`config.mk`:
```
export PLATFORM = sky130hd
export DESIGN_NAME = reaction_round_ctrl
export DESIGN_NICKNAME = d
export VERILOG_FILES = /design/src/rtl/reaction_pkg.sv /design/src/rtl/sat_score_counter.sv /design/src/rtl/reaction_round_ctrl.sv
export SDC_FILE = /design/constraint.sdc
export NUM_CORES = 1
export LEC_CHECK = 0
export CAP_MARGIN = 20
export CORE_ASPECT_RATIO = 1.1
export CORE_MARGIN = 3
export CORE_UTILIZATION = 51
export DETAILED_ROUTE_END_ITERATION = 8
export MAX_ROUTING_LAYER = met4
export PLACE_DENSITY = 0.9
export SLEW_MARGIN = 20
export SYNTH_ARGS = -nofsm -noshare
export SYNTH_HDL_FRONTEND = slang
export SYNTH_SLANG_ARGS = --single-unit
```
`constraint.sdc`:
```
create_clock -name Clock -period 3.4 [get_ports Clock]
set_input_delay 1.02 -clock Clock [delete_from_list [all_inputs] [get_ports Clock]]
set_output_delay 1.02 -clock Clock [all_outputs]
set_load 0.05 [all_outputs]
```
`src/rtl/reaction_pkg.sv`:
```
// Shared definitions for the reaction-timer round controller: round state
// encoding and the default reaction-score width.
package reaction_pkg;

  localparam int SCORE_W_DEF = 13;

  typedef enum logic [2:0] {
    IDLE       = 3'd0,
    WAIT_DELAY = 3'd1,
    MEASURE    = 3'd2,
    DONE       = 3'd3,
    FOUL       = 3'd4
  } state_e;

endpackage

```
`src/rtl/sat_score_counter.sv`:
```
// Saturating up-counter for the reaction score: Clear has priority over Inc,
// result visible one cycle after the request, holds at all-ones instead of wrapping.
module sat_score_counter #(
  parameter int SCORE_W = 13
) (
  input  logic               Clock,
  input  logic               Reset,
  input  logic               Clear,
  input  logic               Inc,
  output logic [SCORE_W-1:0] Count,
  output logic               Max
);

  logic [SCORE_W-1:0] count_q, count_d;

  always_comb begin
    count_d = count_q;
    if (Clear) begin
      count_d = '0;
    end else if (Inc && !Max) begin
      count_d = count_q + SCORE_W'(1);
    end
  end

  always_ff @(posedge Clock or posedge Reset) begin
    if (Reset) begin
      count_q <= '0;
    end else begin
      count_q <= count_d;
    end
  end

  assign Count = count_q;
  assign Max   = &count_q;

endmodule

```
`src/rtl/reaction_round_ctrl.sv`:
```
// Reaction-timer round FSM: button edges act on the next clock, outputs held in DONE/FOUL
// until the next Start edge. Optional BestScore register when BEST_SCORE_EN is defined.
module reaction_round_ctrl
  import reaction_pkg::*;
#(
  parameter int SCORE_W = SCORE_W_DEF
) (
  input  logic               Clock,
  input  logic               Reset,
  input  logic               Start,
  input  logic               React,
  input  logic               Tick,
  input  logic               DelayDone,
  output logic               DelayEnable,
  output logic               LedOn,
  output logic [SCORE_W-1:0] Score,
  output logic               ScoreValid,
  output logic               Foul,
  output logic               Timeout
`ifdef BEST_SCORE_EN
  ,
  output logic [SCORE_W-1:0] BestScore
`endif
);

  state_e state_q, state_d;
  logic   start_prev_q, start_prev_d;
  logic   react_prev_q, react_prev_d;
  logic   valid_q, valid_d;
  logic   foul_q, foul_d;
  logic   timeout_q, timeout_d;
  logic   start_edge, react_edge;
  logic   cnt_clear, cnt_inc, cnt_max;

  assign start_edge = Start & ~start_prev_q;
  assign react_edge = React & ~react_prev_q;

  // Edge registers reset high so a button held through reset is not an edge.
  always_ff @(posedge Clock or posedge Reset) begin
    if (Reset) begin
      state_q      <= IDLE;
      start_prev_q <= 1'b1;
      react_prev_q <= 1'b1;
      valid_q      <= 1'b0;
      foul_q       <= 1'b0;
      timeout_q    <= 1'b0;
    end else begin
      state_q      <= state_d;
      start_prev_q <= start_prev_d;
      react_prev_q <= react_prev_d;
      valid_q      <= valid_d;
      foul_q       <= foul_d;
      timeout_q    <= timeout_d;
    end
  end

  always_comb begin
    state_d = state_q;
    case (state_q)
      IDLE, DONE, FOUL: if (start_edge) state_d = WAIT_DELAY;
      WAIT_DELAY: begin
        if (react_edge)     state_d = FOUL;
        else if (DelayDone) state_d = MEASURE;
      end
      MEASURE: if (react_edge || (Tick && cnt_max)) state_d = DONE;
      default: state_d = IDLE;
    endcase
  end

  always_comb begin
    DelayEnable = (state_q == WAIT_DELAY);
    LedOn       = (state_q == MEASURE);
  end

  always_comb begin
    start_prev_d = Start;
    react_prev_d = React;
    valid_d      = valid_q;
    foul_d       = foul_q;
    timeout_d    = timeout_q;
    cnt_clear    = 1'b0;
    cnt_inc      = 1'b0;
    case (state_q)
      IDLE, DONE, FOUL: begin
        if (start_edge) begin
          valid_d   = 1'b0;
          foul_d    = 1'b0;
          timeout_d = 1'b0;
          cnt_clear = 1'b1;
        end
      end
      WAIT_DELAY: begin
        if (react_edge)     foul_d    = 1'b1;
        else if (DelayDone) cnt_clear = 1'b1;
      end
      MEASURE: begin
        // A React edge freezes the score; a coincident Tick is dropped.
        if (react_edge) begin
          valid_d = 1'b1;
        end else if (Tick) begin
          if (cnt_max) begin
            valid_d   = 1'b1;
            timeout_d = 1'b1;
          end else begin
            cnt_inc = 1'b1;
          end
        end
      end
      default: ;
    endcase
  end

  sat_score_counter #(
    .SCORE_W(SCORE_W)
  ) u_score (
    .Clock(Clock),
    .Reset(Reset),
    .Clear(cnt_clear),
    .Inc  (cnt_inc),
    .Count(Score),
    .Max  (cnt_max)
  );

  assign ScoreValid = valid_q;
  assign Foul       = foul_q;
  assign Timeout    = timeout_q;

`ifdef BEST_SCORE_EN
  logic [SCORE_W-1:0] best_q, best_d;

  // Only a React-terminated round can improve the record.
  always_comb begin
    best_d = best_q;
    if ((state_q == MEASURE) && react_edge && (Score < best_q)) best_d = Score;
  end

  always_ff @(posedge Clock or posedge Reset) begin
    if (Reset) begin
      best_q <= '1;
    end else begin
      best_q <= best_d;
    end
  end

  assign BestScore = best_q;
`endif

endmodule

```
==> results of run 1 <==
-- logic make-up (layout without fill, tap and decap cells) --
group,count (synthesis),in the layout
muxes,3,3
and+or+nand+nor,54,54
adders and majority gates,1,1
AOI/OAI and AO/OA,36,36
DFF,21,21
buffers and inverters,9,33
-- cell usage in the layout (no fill, tap or decap), drive strengths merged --
master / count
dfstp: 2
and3b: 1
a22oi: 2
dfrtp: 19
o211ai: 3
a211oi: 1
and2: 1
nor4b: 1
o2111ai: 1
clkdlybuf4s50: 23
a21oi: 12
or4: 4
clkinv: 1
nor2: 8
o21ai: 7
nand3: 5
inv: 5
o41ai: 1
nand4: 5
nor3b: 2
mux2i: 3
and4: 1
clkbuf: 3
buf: 1
ha: 1
nor4: 4
nand2: 10
nand4b: 1
nor2b: 3
o31ai: 7
nand2b: 2
a22o: 1
a31oi: 1
or3: 6
-- metal layers --
metal,global-route usage,routed length [um],vias up
li1,-,-,521
met1,0.266,1190,521
met2,0.327,1390,42
met3,0.0295,126,7
met4,0.120,61,0
met5,-,0,-
-- power groups by stage --
stage               logic [mW]  registers [mW]  clock network [mW]
global route             0.357           0.344               0.134
CTS                      0.332           0.338               0.126
detailed placement       0.331           0.342                   0
floorplan                0.191           0.379                   0
finish                   0.330           0.338               0.122
global placement         0.325           0.338                   0
-- through the flow --
stage	instances	hold slack (ns)
final	176	0.503
after global routing	176	0.524
after floorplan	124	0.527
after global placement	172	0.481
after CTS	176	0.503
after detailed placement	172	0.474
-- worst max path at each step --
stage                                start                            end  slack (ns)
finish              state_q[0]$_DFFE_PP0P_                    DelayEnable        0.34
global route        state_q[0]$_DFFE_PP0P_                    DelayEnable        0.21
CTS                 state_q[0]$_DFFE_PP0P_                    DelayEnable        0.34
detailed placement                   React   u_score.Count[4]$_DFFE_PP0P_        0.54
global placement                     React  u_score.Count[10]$_DFFE_PP0P_        0.64
floorplan           state_q[0]$_DFFE_PP0P_                    DelayEnable        0.50
-- cell usage after synthesis (all sizes together), types with 3 or more instances --
master	count
nand2	10
o211ai	3
o21ai	7
nor2b	3
or4	4
nor4	4
o31ai	7
a21oi	12
clkbuf	3
nand3	5
mux2i	3
or3	6
dfrtp	19
inv	5
nand4	5
nor2	8
-- worst max-delay path, delay by kind of cell, from the launching register on --
family                 cells  cell delay [ns]
and+or+nand+nor            1             0.30
buffers and inverters      1             0.85
DFF                        1             0.58
-- state kept, by name, indices dropped and copies added, names as in the netlist --
name / count
Foul: 1
ScoreValid: 1
Timeout: 1
react_prev_q: 1
start_prev_q: 1
state_q: 3
u_score.Count: 13
-- area by class of cell --
cell class	count	area share
clock buffer	3	0.0155
clock inverter	1	0.00345
inverter	5	0.0129
tap	28	0.0241
sequential	21	0.363
timing repair buffer	24	0.164
multi-input combinational	94	0.417
==> qor.csv, run 1 <==
stage,metric,value,unit
setup_path,CP cell instances,nor3b_1 > clkdlybuf4s50_1,
drt,"wirelength, routed",2.77,mm
cts,clock insertion delay at the later pin of the skew report,0.31,ns
synthesis,largest cells by area after synthesis,"dfrtp_1, a21oi_1, dfstp_2, o31ai_1, nand2_1",
cts,CTS resizes,0,
synthesis,"Cell Area, Synth",0.00117,sq mm
synthesis,asr flop ratio synth,1.00,
cts,CTS tree,done,
cells_and_area,Layout Utilization,0.697,
setup_path,critical path peak fanout,11,
global_route,grt ovf,0,
sta,Final Hold Fails,0,
synthesis,mux cell area share after synthesis,0.0257,
sta,RSZ-0062 raised after global routing,no,
global_route,Tot GR Track Use,0.213,
synthesis,"EDFF count, synth",0,
sta,Worst-Margin Slew,0.809,ns
sta,clk_skew,0.00337,ns
cells_and_area,design area,0.00145,sq mm
setup_path,Critical Path Start Type,register,
pwr,Pwr per Cell Area,544,mW/mm^2
synthesis,syn_nets,131,
setup_path,slowest CP cell,clkdlybuf4s50_1,
setup_path,CP Class,register to primary output,
worst_hold_path,worst hold-check path type,register to register,
drt,DR DRC count,0,
floorplan,die width,51.6,um
synthesis,Yosys cell types,37,
floorplan,initial core utilization,0.561,
global_route,vias in the first global route,1048,
setup_path,worst path required time,2.38,ns
cts,cts bufs inserted,3,
synthesis,register area share after synthesis,0.452,
setup_path,"Arr. time, crit path",2.04,ns
synthesis,Post-Synth Simple-Gate Area,0.286,
pwr,Tot Pwr,790,uW
pwr,Sw Pwr,343,uW
placement,Placer Congestion,0.850,
cells_and_area,layout net count,156,
cells_and_area,# diodes,0,
synthesis,Post-Synth XOR/XNOR Area,0,
drt,routed via count,1091,
pwr,power share of the clock group,0.154,
global_route,first-pass GRT wire length,4.67,mm
cells_and_area,post-synthesis to final-layout area growth,24.3,%
floorplan,Die Area,0.00290,sq mm
sta,Setup TNS Final,0,ns
cts,htree depth,1,
pwr,leak pwr,0.547,nW
synthesis,share of Yosys cell area claimed by the top area cell type,0.407,
sta,Final Slew Violations,0,
cts,postcts setup bufs,0,
pwr,Gate power share,0.417,
cts,maximum root-to-sink buffer count,2,
setup_path,RR Startpoint,state_q[1]$_DFFE_PP0P_,
floorplan,IO Pins,24,
sta,final setup vio count,0,
cells_and_area,Layout fillers,180,
worst_hold_path,worst hold path depth,2,
sta,Period minus WS final,3.06,ns
placement,pre-CTS WS,0.544,ns
pwr,share of power burned in registers,0.428,
synthesis,Mapped Cells,124,
drt,post-route ant nets,0,
sta,fin crit share,0.900,
synthesis,post-synthesis adder-cell area fraction,0.0107,
pwr,Sw Share,0.434,
setup_path,RR Endpoint,u_score.Count[4]$_DFFE_PP0P_,
cells_and_area,share of layout cells above drive strength 1,0.0743,
global_route,largest net degree at the start of global routing,22,
run_status,status,finished clean,
cells_and_area,register area,528,sq um
flow_run,max-cap violations,0,
synthesis,register bit count reported by yosys,21,
drt,DR pass1 iterations,5,
drt,Initial DRC Count,24,
setup_path,r2r setup slk,1.36,ns
synthesis,Avg Inst Size Synth,9.42,sq um
synthesis,Yosys warning count,0,
cts,clk root buf,clkbuf_4,
setup_path,CP peak stage delay,0.85,ns
sta,max frequency,327,MHz
synthesis,largest family of logic cells by synthesized area,simple AND/OR/NAND/NOR gates,
synthesis,post-synthesis compound-gate area fraction,0.196,
cts,Sinks on Clock Net,21,
setup_path,Setup crit end kind,primary output,
synthesis,Main synth FF type,dfrtp_1,
pwr,worst-case vdd ir drop,0.483,mV
drt,wire per inst,15.7,um
sta,Slew HR,0.460,
floorplan,Cell Rows,17,
floorplan,Die Y,56.2,um
cells_and_area,multi-input logic area,606,sq um
synthesis,most area-hungry cell type in the Yosys netlist,dfrtp_1,
worst_hold_path,Hold Path End,Timeout$_DFFE_PP0P_,
placement,I/O Buffers,23,
drt,routed vias/inst,6.20,
pwr,cell internal pwr,447,uW
cts,"Clk pin slew, worst setup/hold paths",0.12,ns
placement,DP HPWL,2.06,mm
sta,fin worst setup slack,0.339,ns
worst_hold_path,hold path start,Timeout$_DFFE_PP0P_,
global_route,initial antenna violation count,0,
setup_path,Reg2Reg Depth,4,
cts,hold_buf cts,0,
placement,Placed Area,0.00143,sq mm
floorplan,core box area,0.00208,sq mm
No activity file was read; power rests on OpenSTA's default activity.
==> inputs of run 2 (changes only) <==
--- a/config.mk
+++ b/config.mk
@@ -7,12 +7,15 @@
 export LEC_CHECK = 0
 export CAP_MARGIN = 20
+export CELL_PAD_IN_SITES_DETAIL_PLACEMENT = 0
+export CELL_PAD_IN_SITES_GLOBAL_PLACEMENT = 1
 export CORE_ASPECT_RATIO = 1.1
 export CORE_MARGIN = 3
-export CORE_UTILIZATION = 51
+export CORE_UTILIZATION = 41
 export DETAILED_ROUTE_END_ITERATION = 8
 export MAX_ROUTING_LAYER = met4
-export PLACE_DENSITY = 0.9
+export PLACE_DENSITY = 0.93
 export SLEW_MARGIN = 20
 export SYNTH_ARGS = -nofsm -noshare
 export SYNTH_HDL_FRONTEND = slang
 export SYNTH_SLANG_ARGS = --single-unit
+export TNS_END_PERCENT = 1
==> constraint.sdc (replaced) <==
create_clock -name Clock -period 3.4 [get_ports Clock]
set_input_delay 1.02 -clock Clock [delete_from_list [all_inputs] [get_ports Clock]]
set_output_delay 1.02 -clock Clock [all_outputs]
set_load 0.005 [all_outputs]
==> qor.csv, run 2 (synthesized netlist as in run 1, its figures left out) <==
stage,metric,value,unit
drt,routed via count,1084,
run_status,status,finished clean,
cts,clk root buf,clkbuf_4,
sta,max frequency,362,MHz
cts,postcts setup bufs,0,
sta,Worst-Margin Slew,0.784,ns
setup_path,CP Class,register to primary output,
sta,clk_skew,0.00816,ns
worst_hold_path,worst hold-check path type,register to register,
setup_path,critical path peak fanout,11,
global_route,met2 Use GR,0.315,
cts,maximum root-to-sink buffer count,2,
global_route,GRT busiest layer,met2,
drt,DR DRC count,0,
setup_path,Critical Path Start Type,register,
cts,clock insertion delay at the later pin of the skew report,0.30,ns
setup_path,CP cell instances,nor3b_4 > clkdlybuf4s50_1,
flow_run,max-cap violations,0,
drt,wire per inst,15.3,um
pwr,Pwr per Cell Area,472,mW/mm^2
sta,Final Hold Fails,0,
cts,"Clk pin slew, worst setup/hold paths",0.11,ns
cells_and_area,Layout fillers,255,
cts,hold_buf cts,0,
setup_path,"Arr. time, crit path",1.74,ns
sta,RSZ-0062 raised after global routing,no,
drt,DR pass1 iterations,4,
floorplan,Die Y,62.0,um
drt,post-route ant nets,0,
sta,Setup TNS Final,0,ns
floorplan,IO Pins,24,
setup_path,slowest CP cell,clkdlybuf4s50_1,
cts,CTS resizes,0,
floorplan,core box area,0.00262,sq mm
worst_hold_path,hold path start,Timeout$_DFFE_PP0P_,
sta,hold_ws,0.517,ns
cts,cts bufs inserted,3,
pwr,Tot Pwr,687,uW
floorplan,Cell Rows,19,
global_route,vias in the first global route,1098,
cells_and_area,max reg flops,13,
setup_path,RR Endpoint,u_score.Count[4]$_DFFE_PP0P_,
pwr,worst-case vdd ir drop,0.359,mV
cells_and_area,share of layout cells above drive strength 1,0.0676,
floorplan,initial core utilization,0.447,
cells_and_area,# diodes,0,
cells_and_area,post-synthesis to final-layout area growth,24.5,%
global_route,GR met3 Demand/Resource,0.0227,
cts,CTS tree,done,
cells_and_area,layout net count,156,
global_route,largest net degree at the start of global routing,22,
global_route,first-pass GRT wire length,4.91,mm
sta,Period minus WS final,2.76,ns
floorplan,Die Area,0.00353,sq mm
pwr,leak pwr,0.544,nW
drt,routed vias/inst,6.06,
setup_path,worst path required time,2.38,ns
placement,Placed Area,0.00143,sq mm
cells_and_area,"most common cell after layout, fill and taps aside",clkdlybuf4s50_1,
sta,fin crit share,0.812,
worst_hold_path,Hold Path End,Timeout$_DFFE_PP0P_,
cells_and_area,"commonest cells after routing, fill and taps aside","clkdlybuf4s50_1, dfrtp_1, a21oi_1",
cts,htree depth,1,
floorplan,die width,56.9,um
sta,Slew HR,0.477,
global_route,Tot GR Track Use,0.182,
sta,Final Slew Violations,0,
global_route,grt ovf,0,
placement,I/O Buffers,23,
placement,DP HPWL,2.00,mm
placement,Placer Congestion,0.791,
global_route,initial antenna violation count,0,
worst_hold_path,worst hold path depth,2,
sta,final setup vio count,0,
cts,Sinks on Clock Net,21,
setup_path,Reg2Reg Depth,4,
drt,"wirelength, routed",2.74,mm
setup_path,r2r setup slk,1.29,ns
setup_path,CP peak stage delay,0.56,ns
global_route,met1 GRT Util,0.225,
drt,Initial DRC Count,37,
setup_path,Setup crit end kind,primary output,
setup_path,RR Startpoint,state_q[1]$_DFFE_PP0P_,
cells_and_area,design area,0.00146,sq mm
[run 2: how the worst max path moves through the flow]
stage / endpoint / depth (start not counted) / from / slack, ns
after detailed placement: u_score.Count[4]$_DFFE_PP0P_ / 5 / React / 0.50
after global placement: u_score.Count[10]$_DFFE_PP0P_ / 5 / React / 0.59
final: LedOn / 2 / state_q[1]$_DFFE_PP0P_ / 0.64
after global routing: LedOn / 2 / state_q[1]$_DFFE_PP0P_ / 0.52
after floorplan: u_score.Count[10]$_DFFE_PP0P_ / 5 / React / 1.27
after CTS: DelayEnable / 2 / state_q[0]$_DFFE_PP0P_ / 0.62
[run 2: where the power goes]
group          leakage, nW  switching, mW  internal [mW]
sequential           0.280         0.0555          0.283
clock               0.0150         0.0745         0.0456
combinational        0.249          0.108          0.120
[run 2: metrics by stage]
stage	setup WS [ns]	cells	util
floorplan	1.27	124	-
global placement	0.590	175	0.546
detailed placement	0.501	175	0.546
CTS	0.619	179	0.556
global route	0.516	179	0.556
finish	0.640	179	0.556
[run 2: routing by layer]
metal  vias to the layer above  routed length, um
met2                        23               1330
met4                         0                 16
met1                       534               1300
met5                         -                  0
li1                        525                  -
met3                         2                 89
[run 2: cell type report]
type	count	area, sq um	area share
Clock buffer	4	26.3	0.0181
Inverter	5	18.8	0.0129
Timing Repair Buffer	24	238	0.163
Multi-Input combinational cell	94	606	0.416
Tap cell	31	38.8	0.0267
Sequential cell	21	528	0.363
[run 2: worst max-delay path: cells and delay by family (launching register included)]
| kind | cells | cell delay [ns] |
|---|---|---|
| buf+inv | 1 | 0.56 |
| flops | 1 | 0.54 |
| simple gates | 1 | 0.35 |
==> inputs of run 3 (changes only) <==
Settings changed: CORE_UTILIZATION 41 to 34, PLACE_DENSITY 0.93 to 0.84.
Clock period 3.4 ns to 2.22 ns, I/O delays scaled along.
==> qor.csv, run 3 (synthesized netlist as in run 1, its figures left out) <==
stage,metric,value,unit
run_status,status,finished clean,
drt,routed via count,1119,
cells_and_area,Layout Utilization,0.491,
placement,Placed Area,0.00152,sq mm
setup_path,CP peak stage delay,0.54,ns
global_route,initial antenna violation count,0,
cts,postcts setup bufs,0,
floorplan,initial core utilization,0.368,
setup_path,slowest CP cell,clkdlybuf4s50_1,
drt,wire per inst,13.3,um
worst_hold_path,worst hold-check path type,register to register,
floorplan,IO Pins,24,
pwr,Pwr per Cell Area,710,mW/mm^2
setup_path,CP Class,register to primary output,
placement,Placer Congestion,0.808,
placement,DP HPWL,2.06,mm
global_route,met1 GRT Util,0.181,
floorplan,Die Area,0.00418,sq mm
floorplan,core box area,0.00318,sq mm
cts,htree depth,1,
drt,DR pass1 iterations,4,
global_route,GRT busiest layer,met2,
sta,final setup vio count,0,
placement,pre-CTS WS,-0.0264,ns
cells_and_area,# diodes,0,
cells_and_area,"commonest cells after routing, fill and taps aside","clkdlybuf4s50_1, dfrtp_1, a21oi_1, buf_4, nand2_1",
drt,Initial DRC Count,58,
sta,fin crit share,0.899,
cts,maximum root-to-sink buffer count,2,
global_route,met2 Use GR,0.255,
drt,routed vias/inst,5.49,
cells_and_area,Layout fillers,306,
cts,CTS tree,done,
setup_path,Critical Path Start Type,register,
floorplan,Cell Rows,21,
setup_path,critical path peak fanout,8,
cts,Sinks on Clock Net,21,
global_route,first-pass GRT wire length,4.61,mm
sta,Final Hold Fails,0,
cells_and_area,share of layout cells above drive strength 1,0.146,
placement,Placed Instances,200,
setup_path,CP bufs+invs,1,
pwr,worst-case vdd ir drop,0.382,mV
placement,I/O Buffers,23,
sta,max frequency,501,MHz
pwr,leak pwr,0.625,nW
global_route,largest net degree at the start of global routing,22,
floorplan,Die Y,67.5,um
floorplan,die width,61.9,um
sta,clk_skew,0.00612,ns
setup_path,Setup crit end kind,primary output,
setup_path,"Arr. time, crit path",1.33,ns
cts,"Clk pin slew, worst setup/hold paths",0.12,ns
setup_path,worst path required time,1.55,ns
sta,RSZ-0062 raised after global routing,no,
drt,"wirelength, routed",2.72,mm
cells_and_area,design area,0.00156,sq mm
global_route,Tot GR Track Use,0.149,
cells_and_area,post-synthesis to final-layout area growth,33.6,%
cells_and_area,"most common cell after layout, fill and taps aside",clkdlybuf4s50_1,
sta,fin worst setup slack,0.223,ns
global_route,GR met3 Demand/Resource,0.0229,
global_route,vias in the first global route,1079,
sta,hold_ws,0.525,ns
cts,clk root buf,clkbuf_4,
global_route,grt ovf,0,
sta,Final Slew Violations,0,
setup_path,CP cell instances,clkdlybuf4s50_1,
sta,Period minus WS final,2.00,ns
sta,Slew HR,0.574,
cts,cts bufs inserted,3,
cells_and_area,max reg flops,13,
cells_and_area,Layout Cells excl Fill,204,
cells_and_area,layout net count,166,
cts,clock insertion delay at the later pin of the skew report,0.31,ns
flow_run,max-cap violations,0,
drt,post-route ant nets,0,
drt,DR DRC count,0,
setup_path,cell type group with the largest total delay on the critical path,buffers and inverters,
sta,Worst-Margin Slew,0.633,ns
## run 3: what timing repair did
item | CTS | global route
setup endpoints to repair | 2 | 2
resized for setup | 2 | 2
gates cloned | 0 | 0
hold buffers | 0 | 0
## run 3: area by class of cell
type                    count  area [sq um]  area share
multi-input cells          94           611       0.391
repair buffers             34           318       0.204
inverters                   5          18.8      0.0120
flip-flops and latches     21           529       0.339
well taps                  46          57.6      0.0369
clock inverters             1          5.00     0.00321
clock buffers               3          22.5      0.0144
## run 3: final timing paths
kind	start	end	slack, ns	cells past startpoint
worst max-delay path	u_score.Count[2]$_DFFE_PP0P_	Score[2]	0.22	1
worst min-delay path	Foul$_DFFE_PP0P_	Foul$_DFFE_PP0P_	0.53	1
worst max register to register	u_score.Count[2]$_DFFE_PP0P_	state_q[0]$_DFFE_PP0P_	0.34	4
worst min register to register	Foul$_DFFE_PP0P_	Foul$_DFFE_PP0P_	0.53	1
max in group asynchronous	Reset	start_prev_q$_DFF_PP1_	1.27	3
min in group asynchronous	Reset	state_q[0]$_DFFE_PP0P_	0.67	3
## run 3: routing by layer
layer	vias up	wire length [um]
met2	32	1300
met5	-	0
li1	545	-
met4	0	25
met3	3	103
met1	539	1290
## run 3: through the flow
| stage | power [mW] | setup TNS [ns] |
|---|---|---|
| global placement | 0.921 | 0 |
| global route | 1.20 | 0 |
| CTS | 1.12 | 0 |
| floorplan | 0.719 | 0 |
| finish | 1.11 | 0 |
| detailed placement | 0.926 | -0.0360 |
## run 3: power breakdown
part           leakage (nW)  internal (mW)  switching (mW)
sequential            0.279          0.435          0.0555
combinational         0.329          0.225           0.203
clock                0.0177         0.0673           0.123
total                 0.625          0.727           0.381
==> edit 1: new RTL, settings of run 2 <==
Add a define of `BEST_SCORE_EN`.
--- a/src/rtl/reaction_round_ctrl.sv
+++ b/src/rtl/reaction_round_ctrl.sv
@@ -1,5 +1,7 @@
 // Reaction-timer round FSM: button edges act on the next clock, outputs held in DONE/FOUL
 // until the next Start edge. Optional BestScore register when BEST_SCORE_EN is defined.
+`define BEST_SCORE_EN
+
 module reaction_round_ctrl
   import reaction_pkg::*;
 #(
Function (old outputs only; new: BestScore): kept (Yosys induction, for registers that start in step).
==> edit 1 against run 2 <==
Via count rose by 42%. Cell area rose by 74%. Global-route usage fell by 1.1 points. Wire length rose by 57%. Power rose by 92%. Sequential share of layout area fell by 1.8 points. Setup slack improved by 37 ps. Non-clock buffer count rose by 15. Sequential cell count rose by 13. First-iteration DRC count rose by 140%. Area after synthesis rose by 73%.
==> edit 1: results (changes against run 2) <==
| Metric | Value |
|---|---|
| Hold buffer count at CTS | `0 (unchanged)` |
| Largest net degree at the start of global routing | `35 (was 22)` |
| Seq/Total Area, Yosys | `43.01% (was 45.18%)` |
| TritonCTS Buffers | `5 (was 3)` |
| Clk buf depth | `2 (unchanged)` |
| CP max FO | `4 (was 11)` |
| DR vias/cell | `5.333 (was 6.056)` |
| Placed wire-length estimate | `3.142 mm (was 2.004 mm)` |
| Clk_lat worst skew | `about 290 ps` |
| GRT Resource Usage Total | `17.13% (was 18.23%)` |
| VDD IR max | `329.5 µV (was 359.0 µV)` |
| Hold wc startpoint | `BestScore[8] (was Timeout)` |
| Port Buf Inserts | `36 (was 23)` |
| P_leak | `1.053 nW (was 0.5440 nW)` |
| Synthesized Nets | `209 (was 131)` |
| R2r endpoint | `BestScore[7] (was u_score.Count[4])` |
| Fraction of layout cells with a size suffix above 1 | `21.12% (was 6.757%)` |
| Routed len/inst | `14.93 µm (was 15.31 µm)` |
| Reg2Reg Depth | `7 (was 4)` |
| Post-CTS Setup Inserts | `0 (unchanged)` |
| Initial antenna violation count | `0 (unchanged)` |
| Top post-synthesis cells by count | `nor2_1, dfrtp_1, inv_1 (was dfrtp_1, a21oi_1, nand2_1)` |
| Hold depth | `2 (unchanged)` |
| Area contributors post-synth | `dfrtp_1, dfstp_2, ha_1 (was dfrtp_1, a21oi_1, dfstp_2)` |
| Slew @ Worst Pin | `849.3 ps (was 784.1 ps)` |
| Synth warnings | `0 (unchanged)` |
| Clock root buffer | `clkbuf_8 (was clkbuf_4)` |
| Hold WC Path Type | `reg -> reg (unchanged)` |
| Final hold vios | `0 (unchanged)` |
| Final net count | `250 (was 156)` |
| Clock transition at the registers of the reported paths | `70 ps (was 110 ps)` |
| Gpl congestion | `0.8258 (was 0.7910)` |
| DR pass1 iterations | `4 (unchanged)` |
| H-Tree Depth | `2 (was 1)` |
| Drt initial violations | `88 (was 37)` |
| Async set-reset flop share out of synthesis | `100.0% (unchanged)` |
| Status | `finished, final reports clean (unchanged)` |
| Placed Area | `2442 µm² (was 1429 µm²)` |
| Vias in the first global route | `1565 (was 1098)` |
| WP data arrival | `1700 ps (was 1740 ps)` |
| Internal | `0.0008577 W (was 0.0004486 W)` |
| Internal reg-to-reg setup slack | `960 ps (was 1290 ps)` |
| Yosys cell types | `48 (was 37)` |
| Ant diodes | `0 (unchanged)` |
| Hold EP | `BestScore[8] (was Timeout)` |
| Worst Skew | `5.207 ps (was 8.165 ps)` |
| First-pass GRT wire length | `7.534 mm (was 4.912 mm)` |
| FF-to-FF Start | `BestScore[1] (was state_q[1])` |
edit 1: changes by cell type in the layout (fill, tap and decap cells not counted), sizes merged, moves of 10 or more:
cell / delta
xnor2: +10
inv: +14
clkdlybuf4s50: +13
mux2: +11
nor2: +14
ha: +12
dfstp: +13
edit 1: worst max-delay path by stage:
| stage | from | end |
|---|---|---|
| final | state_q[2] | DelayEnable |
| after global routing | state_q[2] | DelayEnable |
| after floorplan | React | BestScore[0] |
| after global placement | React | BestScore[2] |
| after CTS | state_q[2] | DelayEnable |
| after detailed placement | React | BestScore[0] |
edit 1: layout make-up:
class	instances	area, µm²
inverters	20	80.08
multi-input cells	131	1040
clock inverters	2	10.01
repair buffers	39	382.9
flip-flops and latches	34	869.6
well taps	56	70.07
fillers	443	2192
clock buffers	6	72.57
edit 1: power groups by stage:
stage	combinational, W	sequential (W)	clock [W]
2_1_floorplan	0.000330	0.000536	0
3_3_place_gp	0.000477	0.000549	0
3_5_place_dp	0.000485	0.000553	0
4_1_cts	0.000489	0.000547	0.000294
5_1_grt	0.000542	0.000558	0.000319
6_report	0.000483	0.000546	0.000292
edit 1: logic make-up (layout without fill, tap and decap cells):
group / Yosys count / in the layout / synth area share [%]
AOI/OAI and AO/OA: 31 / 31 / 12.38
xor gates and xnor gates: 10 / 10 / 4.331
muxes: 14 / 14 / 8.911
DFF: 34 / 34 / 43.01
adders and majority gates: 13 / 13 / 8.045
buffers and inverters: 25 / 67 / 5.569
and+or+nand+nor: 63 / 63 / 17.76
edit 1: stage by stage:
step           instances  util, %   power, W  worst slack (ps)  hold WS, ps
4_1_cts              288    53.53   0.001330             678.9        504.6
2_1_floorplan        190        -  0.0008666              1146        473.4
3_3_place_gp         280    51.78   0.001026             519.3        495.5
6_report             288    53.53   0.001321             677.4        500.2
3_5_place_dp         280    51.78   0.001038             490.8        494.6
5_1_grt              288    53.53   0.001419             574.8        521.0
edit 1: metal layers:
| metal | up-vias | track usage [%] | routed length, µm |
|---|---|---|---|
| li1 | 762 | - | - |
| met1 | 732 | 22.01 | 1930 |
| met2 | 36 | 27.35 | 2142 |
| met3 | 6 | 3.778 | 174 |
| met4 | 0 | 4.428 | 53 |
| met5 | - | - | 0 |
edit 1: critical path, cell delays in order (launching register included):
cell             delay [ps]
dfrtp_1                 410
inv_1                   150
nand2_1                 130
nor2_1                  190
clkdlybuf4s50_1         540
==> edit 2: new RTL, flow settings as in run 2 <==
Without the edit above. Re-encode `state_e` (5 states) as one-hot, 5 bits wide.
--- a/src/rtl/reaction_pkg.sv
+++ b/src/rtl/reaction_pkg.sv
@@ -4,12 +4,12 @@
 
   localparam int SCORE_W_DEF = 13;
 
-  typedef enum logic [2:0] {
-    IDLE       = 3'd0,
-    WAIT_DELAY = 3'd1,
-    MEASURE    = 3'd2,
-    DONE       = 3'd3,
-    FOUL       = 3'd4
+  typedef enum logic [4:0] {
+    IDLE       = 5'b00001,
+    WAIT_DELAY = 5'b00010,
+    MEASURE    = 5'b00100,
+    DONE       = 5'b01000,
+    FOUL       = 5'b10000
   } state_e;
 
 endpackage
Check against the original RTL: no difference found for any inputs over 10 cycles, from zero or initial values and one cycle with Reset high; not proved beyond that.
==> edit 2 against run 2 <==
Clock skew grew 14 ps. Highest routed layer unchanged. Synthesized cell count is 0.81% higher. Count of clock-buffer cells in the layout shrank 1. Power shrank 2.7%. Via count shrank 4.0%. Wire length up 4.6%. Global-route usage decreased by 1.5 points. First-iteration DRC count is 11% higher. Largest power group unchanged. Cell count rose by 1.7%. Sequential cell count increased by 2. Area after synthesis up 16%. Largest cell class unchanged. Setup slack worse by 290 ps. Cell area grew 11%.
==> edit 2: results (changes against run 2) <==
| Metric | Value |
|---|---|
| DR vias/cell | `5.720 (was 6.056)` |
| Drt initial violations | `41 (was 37)` |
| Met2 routed WL | `1.488 mm (was 1.333 mm)` |
| Met1 WL | `1.245 mm (was 1.301 mm)` |
| FF-to-FF Start | `state_q[3] (was state_q[1])` |
| Hold slack | `514.9 ps (was 517.0 ps)` |
| WP data arrival | `2030 ps (was 1740 ps)` |
| Port Buf Inserts | `23 (unchanged)` |
| Final wirelength | `2.867 mm (was 2.740 mm)` |
| Yosys cell types | `38 (was 37)` |
| R2r endpoint | `u_score.Count[12] (was u_score.Count[4])` |
| Seq/Total Area, Yosys | `42.87% (was 45.18%)` |
| Placed Area | `1588 µm² (was 1429 µm²)` |
| Place WS | `390.2 ps (was 500.6 ps)` |
| Met3 usage | `2.734% (was 2.273%)` |
| Placed wire-length estimate | `2.149 mm (was 2.004 mm)` |
| Clk_lat worst skew | `340 ps (was 300 ps)` |
| Layout fillers | `291 (was 255)` |
| Synthesized Nets | `132 (was 131)` |
| Fraction of layout cells with a size suffix above 1 | `16.89% (was 6.757%)` |
| Reg2Reg Depth | `5 (was 4)` |
| Total power | `0.0006685 W (was 0.0006870 W)` |
| GR met1 Demand/Resource | `21.83% (was 22.51%)` |
| Internal reg-to-reg setup slack | `1130 ps (was 1290 ps)` |
| Met2 Track Usage GR | `25.27% (was 31.48%)` |
| Area of the multi-input gates | `713.2 µm² (was 605.6 µm²)` |
| Gpl congestion | `0.8447 (was 0.7910)` |
| Status | `finished, final reports clean (unchanged)` |
| DR WL met3 | `81 µm (was 89 µm)` |
| Crit path time final | `3049 ps (was 2760 ps)` |
| Area contributors post-synth | `dfrtp_1, xnor2_1, dfstp_2 (was dfrtp_1, a21oi_1, dfstp_2)` |
| Routed len/inst | `15.75 µm (was 15.31 µm)` |
| Clock transition at the registers of the reported paths | `150 ps (was 110 ps)` |
| Vias in the first global route | `1086 (was 1098)` |
| Comb pwr share | `29.1% (was 33.2%)` |
| Clock power share | `20.8% (was 17.5%)` |
| Placed Cells | `178 (was 175)` |
| NetSw | `0.0002382 W (was 0.0002384 W)` |
| Largest net degree at the start of global routing | `24 (was 22)` |
| Worst Skew | `22.19 ps (was 8.165 ps)` |
| Top post-synthesis cells by count | `dfrtp_1, nand2_1, nor2_1 (was dfrtp_1, a21oi_1, nand2_1)` |
| Slew @ Worst Pin | `887.7 ps (was 784.1 ps)` |
| CP max FO | `7 (was 11)` |
| P_leak | `0.5965 nW (was 0.5440 nW)` |
| Top Metal Used | `met4 (unchanged)` |
| Syn Area/Cell | `10.81 µm² (was 9.424 µm²)` |
| GRT Resource Usage Total | `16.74% (was 18.23%)` |
| VDD IR max | `207.8 µV (was 359.0 µV)` |
edit 2: changes by cell type after synthesis, moves of 5 or more:
cell            run 2  this run
o31ai_1             7         2
nor4_2              0         5
a21oi_1            11         0
or3_1               6         1
xnor2_1             0        10
edit 2: worst max-delay path: stages (launching register included):
cell,delay (ps)
dfrtp_1,520
nor4_4,350
nand2_1,220
inv_1,100
clkdlybuf4s50_1,500
edit 2: kinds of logic (layout without fill, tap and decap cells):
group                    after synthesis  after routing  synth area share (%)
AND/OR/NAND/NOR                       63             63                 32.96
flip-flops                            23             23                 42.87
AO/OA/AOI/OAI                         17             17                 11.02
XOR/XNOR                              11             11                 7.129
buffers and inverters                  9             32                 4.351
adder cells (fa/ha/maj)                1              1                0.9258
multiplexers                           1              1                0.7408
edit 2: layout make-up:
type	count	area share [%]
multi-input cells	93	44.08
flip-flops and latches	23	35.81
repair buffers	24	14.69
well taps	34	2.630
clock buffers	3	1.392
inverters	4	0.9281
clock inverters	1	0.4640
